### src/rtl/line_buf_ctrl_pkg.sv
// Shared ISP line-buffer package: line-state enum, default line length and
// a ring-index helper used by the line buffer controller.
package line_buf_ctrl_pkg;

    localparam int unsigned LINE_LENGTH_DEFAULT = 640;
    localparam int unsigned RING_IDX_WIDTH      = 2;

    typedef enum logic [1:0] {
        IDLE  = 2'd0,
        PRIME = 2'd1,
        RUN   = 2'd2
    } line_state_t;

    // Advance a ring line index, wrapping at depth.
    function automatic logic [RING_IDX_WIDTH-1:0] ring_inc(
        input logic [RING_IDX_WIDTH-1:0] idx,
        input int unsigned               depth
    );
        if (32'(idx) + 32'd1 >= depth) begin
            return '0;
        end
        return idx + RING_IDX_WIDTH'(1);
    endfunction

endpackage

### src/rtl/line_buf_rd_seq.sv
// Read-side scanner: walks one buffered line two pixels per word.
// Ports:
//   clk, rst_n    clock, async active-low reset
//   clr           drop the current line (frame restart or overflow abort)
//   start         request a new line; honoured only when idle
//   rd_active     a line is being scanned
//   rd_addr       word address within the line
//   rd_odd        second pixel of the current word
//   rd_end_c      combinational: this cycle is the last pixel of the line
module line_buf_rd_seq
    import line_buf_ctrl_pkg::*;
#(
    parameter int unsigned LINE_LENGTH = LINE_LENGTH_DEFAULT,
    parameter int unsigned CNT_WIDTH   = $clog2(LINE_LENGTH)
) (
    input  logic                 clk,
    input  logic                 rst_n,
    input  logic                 clr,
    input  logic                 start,
    output logic                 rd_active,
    output logic [CNT_WIDTH-1:0] rd_addr,
    output logic                 rd_odd,
    output logic                 rd_end_c
);

    localparam logic [CNT_WIDTH-1:0] LAST_ADDR = CNT_WIDTH'(LINE_LENGTH - 1);

    assign rd_end_c = rd_active && rd_odd && (rd_addr == LAST_ADDR);

    // Scan state; a clear or line end always returns to idle before any restart.
    always_ff @(posedge clk or negedge rst_n) begin
        if (!rst_n) begin
            rd_active <= 1'b0;
            rd_addr   <= '0;
            rd_odd    <= 1'b0;
        end else if (clr || rd_end_c) begin
            rd_active <= 1'b0;
            rd_addr   <= '0;
            rd_odd    <= 1'b0;
        end else if (rd_active) begin
            rd_odd <= ~rd_odd;
            if (rd_odd) begin
                rd_addr <= rd_addr + CNT_WIDTH'(1);
            end
        end else if (start) begin
            rd_active <= 1'b1;
            rd_addr   <= '0;
            rd_odd    <= 1'b0;
        end
    end

endmodule

### src/rtl/line_buf_ctrl.sv
// Line buffer controller: tracks sensor line writes into a ring of line
// memories and schedules debayer read lines once enough lines are buffered.
// Optional build macro: LINE_BUF_CTRL_OVF_STAT_EN adds a 16-bit saturating
// overflow counter output (ovf_cnt), cleared only by rst_n.
// Ports:
//   clk, rst_n    clock, async active-low reset
//   frame_start   synchronous frame restart pulse (highest priority)
//   in_valid      one input word this cycle
//   wr_en         write strobe (combinational from in_valid)
//   wr_line       ring line being written
//   wr_addr       word address within the write line
//   rd_active     read line in progress
//   rd_addr       read word address
//   rd_odd        second pixel of the read word
//   rd_base       oldest line of the 3-line window
//   pix_valid     rd_active delayed by the 2-cycle datapath
//   ovf           one-cycle pulse: line completed into a full ring
//   ovf_cnt       (macro only) saturating overflow count
module line_buf_ctrl
    import line_buf_ctrl_pkg::*;
#(
    parameter  int unsigned LINE_LENGTH = LINE_LENGTH_DEFAULT,
    parameter  int unsigned NUM_LINES   = 4,
    parameter  int unsigned FILL_THRESH = 3,
    localparam int unsigned CNT_WIDTH   = $clog2(LINE_LENGTH)
) (
    input  logic                 clk,
    input  logic                 rst_n,
    input  logic                 frame_start,
    input  logic                 in_valid,
    output logic                 wr_en,
    output logic [1:0]           wr_line,
    output logic [CNT_WIDTH-1:0] wr_addr,
    output logic                 rd_active,
    output logic [CNT_WIDTH-1:0] rd_addr,
    output logic                 rd_odd,
    output logic [1:0]           rd_base,
    output logic                 pix_valid,
    output logic                 ovf
`ifdef LINE_BUF_CTRL_OVF_STAT_EN
    ,
    output logic [15:0]          ovf_cnt
`endif
);

    localparam int unsigned AVAIL_WIDTH = $clog2(NUM_LINES + 1);
    localparam logic [CNT_WIDTH-1:0] LAST_ADDR = CNT_WIDTH'(LINE_LENGTH - 1);

    line_state_t            state, state_nxt;
    logic [AVAIL_WIDTH-1:0] lines_avail, avail_nxt;
    logic                   wr_fire, wr_done, rd_end, ovf_evt, rd_start, rd_clr;
    logic                   pix_d1;

    // A word arriving with frame_start is discarded, so it is never written.
    assign wr_fire = in_valid && !frame_start;
    assign wr_en   = wr_fire && rst_n;
    assign wr_done = wr_fire && (wr_addr == LAST_ADDR);

    // Fill-level bookkeeping; a full ring drops its oldest line instead of growing.
    always_comb begin
        avail_nxt = lines_avail;
        ovf_evt   = 1'b0;
        if (wr_done && !rd_end) begin
            if (lines_avail == AVAIL_WIDTH'(NUM_LINES)) begin
                ovf_evt = 1'b1;
            end else begin
                avail_nxt = lines_avail + AVAIL_WIDTH'(1);
            end
        end else if (rd_end && !wr_done) begin
            if (lines_avail != '0) begin
                avail_nxt = lines_avail - AVAIL_WIDTH'(1);
            end
        end
    end

    // Next-state logic.
    always_comb begin
        state_nxt = state;
        if (frame_start) begin
            state_nxt = IDLE;
        end else begin
            case (state)
                IDLE:    if (wr_fire) state_nxt = PRIME;
                PRIME:   if (32'(avail_nxt) >= FILL_THRESH) state_nxt = RUN;
                RUN:     state_nxt = RUN;
                default: state_nxt = IDLE;
            endcase
        end
    end

    // State register.
    always_ff @(posedge clk or negedge rst_n) begin
        if (!rst_n) begin
            state <= IDLE;
        end else begin
            state <= state_nxt;
        end
    end

    // Start uses post-update fill so a read can begin the cycle after the filling write.
    assign rd_start = (state_nxt == RUN) && (32'(avail_nxt) >= FILL_THRESH);
    assign rd_clr   = frame_start || ovf_evt;

    line_buf_rd_seq #(
        .LINE_LENGTH (LINE_LENGTH),
        .CNT_WIDTH   (CNT_WIDTH)
    ) u_rd_seq (
        .clk       (clk),
        .rst_n     (rst_n),
        .clr       (rd_clr),
        .start     (rd_start),
        .rd_active (rd_active),
        .rd_addr   (rd_addr),
        .rd_odd    (rd_odd),
        .rd_end_c  (rd_end)
    );

    // Write pointer, ring pointers, fill level and overflow pulse.
    always_ff @(posedge clk or negedge rst_n) begin
        if (!rst_n) begin
            wr_addr     <= '0;
            wr_line     <= '0;
            rd_base     <= '0;
            lines_avail <= '0;
            ovf         <= 1'b0;
        end else if (frame_start) begin
            wr_addr     <= '0;
            wr_line     <= '0;
            rd_base     <= '0;
            lines_avail <= '0;
            ovf         <= 1'b0;
        end else begin
            ovf         <= ovf_evt;
            lines_avail <= avail_nxt;
            if (wr_fire) begin
                wr_addr <= wr_done ? '0 : wr_addr + CNT_WIDTH'(1);
            end
            if (wr_done) begin
                wr_line <= ring_inc(wr_line, NUM_LINES);
            end
            if (rd_end || ovf_evt) begin
                rd_base <= ring_inc(rd_base, NUM_LINES);
            end
        end
    end

    // Memory read stage plus debayer register.
    always_ff @(posedge clk or negedge rst_n) begin
        if (!rst_n) begin
            pix_d1    <= 1'b0;
            pix_valid <= 1'b0;
        end else begin
            pix_d1    <= rd_active;
            pix_valid <= pix_d1;
        end
    end

`ifdef LINE_BUF_CTRL_OVF_STAT_EN
    // Saturating overflow statistics.
    always_ff @(posedge clk or negedge rst_n) begin
        if (!rst_n) begin
            ovf_cnt <= '0;
        end else if (ovf_evt && (ovf_cnt != 16'hFFFF)) begin
            ovf_cnt <= ovf_cnt + 16'd1;
        end
    end
`endif

endmodule

### config.mk
export PLATFORM = sky130hd
export DESIGN_NAME = line_buf_ctrl
export DESIGN_NICKNAME = d
export VERILOG_FILES = /design/src/rtl/line_buf_ctrl_pkg.sv /design/src/rtl/line_buf_rd_seq.sv /design/src/rtl/line_buf_ctrl.sv
export SDC_FILE = /design/constraint.sdc
export NUM_CORES = 1
export LEC_CHECK = 0
export BUFFER_PORTS_ARGS = -buffer_cell sky130_fd_sc_hd__buf_2
export CAP_MARGIN = 20
export CORE_MARGIN = 4
export CORE_UTILIZATION = 50
export DETAILED_ROUTE_END_ITERATION = 8
export PLACE_DENSITY = 0.8
export SLEW_MARGIN = 10
export SYNTH_ARGS = -nofsm -noshare
export SYNTH_HDL_FRONTEND = slang
export SYNTH_HIERARCHICAL = 1
export SYNTH_SLANG_ARGS = --single-unit
### constraint.sdc
create_clock -name clk -period 4.6 [get_ports clk]
set_clock_uncertainty 0.2 [all_clocks]
set_input_delay 0.46 -clock clk [delete_from_list [all_inputs] [get_ports clk]]
set_output_delay 0.46 -clock clk [all_outputs]
set_load 0.05 [all_outputs]
==> flow_summary.ini, run 1 <==
[layout]
areaGrowthSynthToFinish_pct = 16.02
fin_util_pct = 62.45
layoutNonFillerInstCount = 277
seq_area_um2 = 850.8
multi_input_area_um2 = 962.2
drive_gt1_share_pct = 21.21
insertedDiodeCount = 0
final_nets = 240
fillers = 299

[clock_network]
post_cts_buffers = 0
insertion_delay_ns = 0.29
cts_buffers = 5
root_buffer = clkbuf_8
hold_buffers = 0
h-tree-depth = 2
clock-sinks = 34
clk_pin_slew_ns = 0.07
clk_path_buf_depth = 2
cts_resized = 0
tritoncts = yes

[floorplan]
fp.dieH_um = 69.11
rows = 21
dieArea_um2 = 4776
start_util_pct = 53.82
core_um2 = 3468
ios = 33
die_w_um = 69.11

[detailed_routing]
drt-total-wl_mm = 3.750
wl_met1_mm = 1.737
wl_per_cell_um = 13.54
vias_per_cell = 5.531
dr_wl_met2_mm = 1.741
met3WireLength_um = 203
initialDrtViolationCount = 169
drtPass1Iterations = 4
highest_layer = met4
num_vias = 1532
antenna_left = 0
drc_errors = 0

[worst_setup_path]
critPathKind = register to register
crit_fanout = 10
reg2reg_slack_ns = 0.97
crit_path_end_kind = register
cp.required_ns = 4.61
crit-reg2reg-launch = u_rd_seq/rd_addr[1]$_DFFE_PN0P_
crit_arrival_ns = 3.64
start_kind = register
crit_start = u_rd_seq/rd_addr[1]$_DFFE_PN0P_

[power_and_ir_drop]
power-per-cell-area_nw_per_um2 = 286.0
ir_drop_uv = 134.0
finalPower_uw = 619.3
p_leak_nw = 1.025

[synth]
synth_common_cells = 34 x dfrtp_1, 25 x nor2_1, 21 x nand2_1
synth_top_area_cell = dfrtp_1
syn_avg_cell_area_um2 = 9.476
synth_enable_flop_cells = 0
yosys_warnings = 6
synth.area.top_cells = dfrtp_1 46%, nor2_1 5.0%, nand2_1 4.2%, ha_1 4.0%, mux2i_1 2.7%
ys_seq_area_share_pct = 45.58
ys.flop_type = dfrtp_1
synth_top_cell_area_share_pct = 45.58
synth-seq-cells = 34
syn_nets = 207
synth_most_common_cell = dfrtp_1
syn_inst = 197
synthArstFlopShare_pct = 100.0
synth_cell_types = 41
syn-cell-area_um2 = 1867

[grt]
grt_max_degree = 36
grt_overflow = 0
grt_pass1_vias = 1458
antenna_found_initial = 0
grt_usage_pct = 16.76
grt_pass1_wl_mm = 6.624

[placement]
place.gp.congestion = 0.8700
place_hpwl_mm = 2.551
portBuffers = 32
dp.cells = 269

[sta]
hold_slack_ns = 0.02981
rsz0062_at_grt = false
drv_slew = 0
setup_violations = 0
slew_headroom_pct = 50.85
fin_setup_tns_ns = 0
worst_slew_pin_slew_ns = 0.7372
fmax_mhz = 275.4
hold_violations = 0
finalCritPeriodShare_pct = 78.92
period_needed_ns = 3.630

[run_status]
outcome = complete, no violations

[run]
maxCapViolCount = 0

[min_path]
hold_path_class = primary input to async pin
sequential cells by signal, indices dropped and copies added (netlist names):
register and count:
wr_addr 10, pix_valid 1, u_rd_seq/rd_active 1, rd_base 2
pix_d1 1, lines_avail 3, state 2, u_rd_seq/rd_addr 10
ovf 1, wr_line 2, u_rd_seq/rd_odd 1
cells by family after synthesis:
logic type | after synthesis | synth area share, %
xor+xnor | 11 | 5.563
simple gates | 94 | 26.27
fa+ha+maj | 6 | 4.021
buf+inv | 12 | 2.882
compound gates | 34 | 12.40
mux | 6 | 3.284
flops | 34 | 45.58
report_power, final:
group          total (mW)  internal (mW)  leakage [nW]  switching (mW)
clock network       0.269          0.159        0.0579           0.109
logic              0.0440         0.0143         0.494          0.0296
registers           0.307          0.302         0.472         0.00451
placed cells by master (no fill, tap or decap), drive strengths merged, types with 6 or more instances in the layout:
master and instances:
dfrtp 34, nor3 10, xnor2 6, o21ai 10
nand2b 8, nor2 25, nand3 9, buf 33
nand2 21, nand4 6, ha 6
final cells by class:
cell class / count / share of cell area, %
Inverter: 5 / 0.8666
Clock buffer: 5 / 3.177
Multi-Input combinational cell: 151 / 44.43
Timing Repair Buffer: 33 / 7.741
Clock inverter: 3 / 1.849
Tap cell: 46 / 2.657
Sequential cell: 34 / 39.28
metal layers:
metal	GRT usage, %	vias up
met1	21.65	724
met5	0	-
li1	-	763
met2	26.38	37
met3	4.360	8
met4	7.375	0
worst max-delay path: stages, from the launching register on:
cell and delay (ns):
dfrtp_1 0.48, ha_1 0.29, and2_1 0.23, nand4_1 0.13, nor2_1 0.50, inv_1 0.12
a21o_1 0.20, mux2i_1 0.12, a211o_1 0.14, or2_1 0.12, a21oi_1 0.09, nor2b_1 0.15
a211oi_2 0.51, o21ai_0 0.17, o21ai_0 0.10
per-stage QoR:
step,worst slack [ns],area [um^2]
6_report,0.9695,2166
5_1_grt,0.5264,2166
4_1_cts,0.9790,2166
3_5_place_dp,0.9943,2057
3_3_place_gp,1.127,2057
2_1_floorplan,1.104,1867
worst paths after layout:
| check | cells after the start | endpoint |
|---|---|---|
| worst max-delay path | 14 | u_rd_seq/rd_addr[2]$_DFFE_PN0P_ |
| worst min-delay path | 1 | lines_avail[2]$_DFF_PN0_ |
| worst max register to register | 14 | u_rd_seq/rd_addr[2]$_DFFE_PN0P_ |
| worst min register to register | 0 | pix_valid$_DFF_PN0_ |
| max in group asynchronous | 1 | wr_addr[7]$_DFFE_PN0P_ |
| min in group clk | 0 | pix_valid$_DFF_PN0_ |
Power figures use the tool's default switching activity.
==> run 2, diff against run 1 <==
==> constraint.sdc (replaced) <==
create_clock -name clk -period 3.6 [get_ports clk]
set_clock_uncertainty 0.2 [all_clocks]
set_input_delay 0.36 -clock clk [delete_from_list [all_inputs] [get_ports clk]]
set_output_delay 0.36 -clock clk [all_outputs]
set_load 0.05 [all_outputs]
==> run 2 against run 1 <==
Net effect: clock-buffer cell count stayed put; largest cell class unchanged; clock power fell by 5%; sequential power grew 28%; core utilization increased by 1.2 points; register-to-register slack got worse by 0.60 ns; maximum frequency is 12% higher; worst hold slack gained 0.12 ns; cell area up 1.8%; non-clock buffer count increased by 8; combinational power grew 38%; global-route usage about the same; total power grew 14%.
==> flow_summary.ini, run 2 (same netlist as run 1, synthesis figures left out) <==
[layout]
insertedDiodeCount = 0
layoutNonFillerInstCount = 284
layout_commonest_cell = dfrtp_1
layout_common_cells = 34 x dfrtp_1, 32 x buf_2, 25 x nor2_1
drive_gt1_share_pct = 23.11
areaGrowthSynthToFinish_pct = 18.16
final_nets = 248
largestRegisters = u_rd_seq/rd_addr: 10 flops, wr_addr: 10 flops, lines_avail: 3 flops

[sta]
fmax_mhz = 309.7
period_needed_ns = 3.229
fin_setup_tns_ns = 0
hold_slack_ns = 0.1481
drv_slew = 0
worst_slew_pin_slew_ns = 0.4468
finalCritPeriodShare_pct = 89.70
setup_violations = 0
fin_ws_ns = 0.3709
slew_headroom_pct = 69.99
hold_violations = 0
rsz0062_at_grt = false

[detailed_routing]
drc_errors = 0
wl_per_cell_um = 13.39
antenna_left = 0
num_vias = 1542
drt-total-wl_mm = 3.804
vias_per_cell = 5.430
initialDrtViolationCount = 132
drtPass1Iterations = 4

[clock_network]
clk_path_buf_depth = 2
insertion_delay_ns = 0.28
cts_buffers = 5
tritoncts = yes
clk_pin_slew_ns = 0.06
root_buffer = clkbuf_8
h-tree-depth = 2
post_cts_buffers = 0
clock-sinks = 34

[run]
maxCapViolCount = 0

[worst_setup_path]
r2r_cells = 13
reg2reg_slack_ns = 0.37
crit-reg2reg-launch = u_rd_seq/rd_addr[0]$_DFFE_PN0P_
cp.required_ns = 3.56
start_kind = register
crit_path_end_kind = register
critPathKind = register to register
crit_fanout = 10
crit_arrival_ns = 3.19
r2r_end = u_rd_seq/rd_addr[6]$_DFFE_PN0P_

[placement]
portBuffers = 32
placement.setup.worst_slack_ns = 0.3395
dp.cells = 276
place_hpwl_mm = 2.683
place.gp.congestion = 0.8514

[power_and_ir_drop]
combPwrFrac_pct = 8.6
clock_power_share_pct = 36.2
p_sw_uw = 172.2
internal-power_uw = 536.7
finalPower_uw = 708.9
p_leak_nw = 1.053
power-per-cell-area_nw_per_um2 = 321.4
ir_drop_uv = 192.1
switching_share_pct = 24.29
pwr-share-seq_pct = 55.3

[floorplan]
ios = 33
fp.dieH_um = 69.11
start_util_pct = 53.82
die_w_um = 69.11
dieArea_um2 = 4776
core_um2 = 3468
rows = 21

[min_path]
hold_path_class = register to register
min_to = pix_valid$_DFF_PN0_
holdPathStages = 0
min_from = pix_d1$_DFF_PN0_

[grt]
grt_pass1_wl_mm = 6.624
grt_usage_pct = 16.72
grt_overflow = 0
grt_max_degree = 36
antenna_found_initial = 0
grt_pass1_vias = 1431

[run_status]
outcome = complete, no violations
-- run 2: changes by cell type in the layout (fill, tap and decap cells not counted) --
cell,change
a211oi_2,-1
a211oi_4,+1
buf_4,+7
bufinv_16,-1
dlygate4sd3_1,+1
-- run 2: critical path, cell delays in order, from the launching register on --
cell and delay, ns:
dfrtp_1 0.35, ha_1 0.25, and2_1 0.24, nand4_1 0.13, nor2_1 0.26, buf_4 0.20
a211oi_1 0.07, a211o_1 0.30, or2_1 0.23, a21oi_1 0.21, nor2b_1 0.26, a211oi_4 0.10
o21ai_0 0.19, o21ai_0 0.10
-- run 2: area by class of cell --
| class | instances | area [um^2] |
|---|---|---|
| Clock buffer | 5 | 68.82 |
| Clock inverter | 2 | 10.01 |
| Fill cell | 285 | 1262 |
| Inverter | 5 | 18.77 |
| Multi-Input combinational cell | 151 | 969.7 |
| Sequential cell | 34 | 850.8 |
| Tap cell | 46 | 57.56 |
| Timing Repair Buffer | 41 | 230.2 |
-- run 2: how the worst max path moves through the flow --
| stage | start | slack [ns] | end |
|---|---|---|---|
| global route | u_rd_seq/rd_addr[0]$_DFFE_PN0P_ | 0.07 | u_rd_seq/rd_addr[6]$_DFFE_PN0P_ |
| global placement | u_rd_seq/rd_addr[0]$_DFFE_PN0P_ | 0.45 | u_rd_seq/rd_addr[2]$_DFFE_PN0P_ |
| floorplan | u_rd_seq/rd_addr[0]$_DFFE_PN0P_ | 0.10 | u_rd_seq/rd_addr[6]$_DFFE_PN0P_ |
| finish | u_rd_seq/rd_addr[0]$_DFFE_PN0P_ | 0.37 | u_rd_seq/rd_addr[6]$_DFFE_PN0P_ |
| CTS | u_rd_seq/rd_addr[0]$_DFFE_PN0P_ | 0.30 | u_rd_seq/rd_addr[6]$_DFFE_PN0P_ |
| detailed placement | u_rd_seq/rd_addr[0]$_DFFE_PN0P_ | 0.34 | u_rd_seq/rd_addr[6]$_DFFE_PN0P_ |
-- run 2: timing repair --
action / 4_1_cts / 5_1_grt
gates resized for setup: 0 / 1
endpoints found under the setup margin: 0 / 1
endpoints found under the hold margin: 34 / 0
hold buffers: 1 / 0
-- run 2: per-stage QoR --
step | instance area (um^2) | util [%]
floorplan | 1867 | -
global placement | 2110 | 60.82
detailed placement | 2110 | 60.82
CTS | 2198 | 63.38
global route | 2206 | 63.60
finish | 2206 | 63.60
-- run 2: layer usage --
layer | global-route usage (%) | routed length, um | part of all wire, %
met5 | 0 | 0 | 0
met4 | 6.508 | 42 | 1.1
met3 | 3.634 | 178 | 4.7
met2 | 26.48 | 1767 | 46
met1 | 22.28 | 1815 | 48
-- run 2: power groups by stage --
stage / Combinational, mW / Clock [mW] / Sequential (mW)
after CTS: 0.0605 / 0.266 / 0.392
after detailed placement: 0.0592 / 0 / 0.399
after global placement: 0.0587 / 0 / 0.399
after global routing: 0.0680 / 0.281 / 0.392
after floorplan: 0.0333 / 0 / 0.404
final: 0.0607 / 0.256 / 0.392
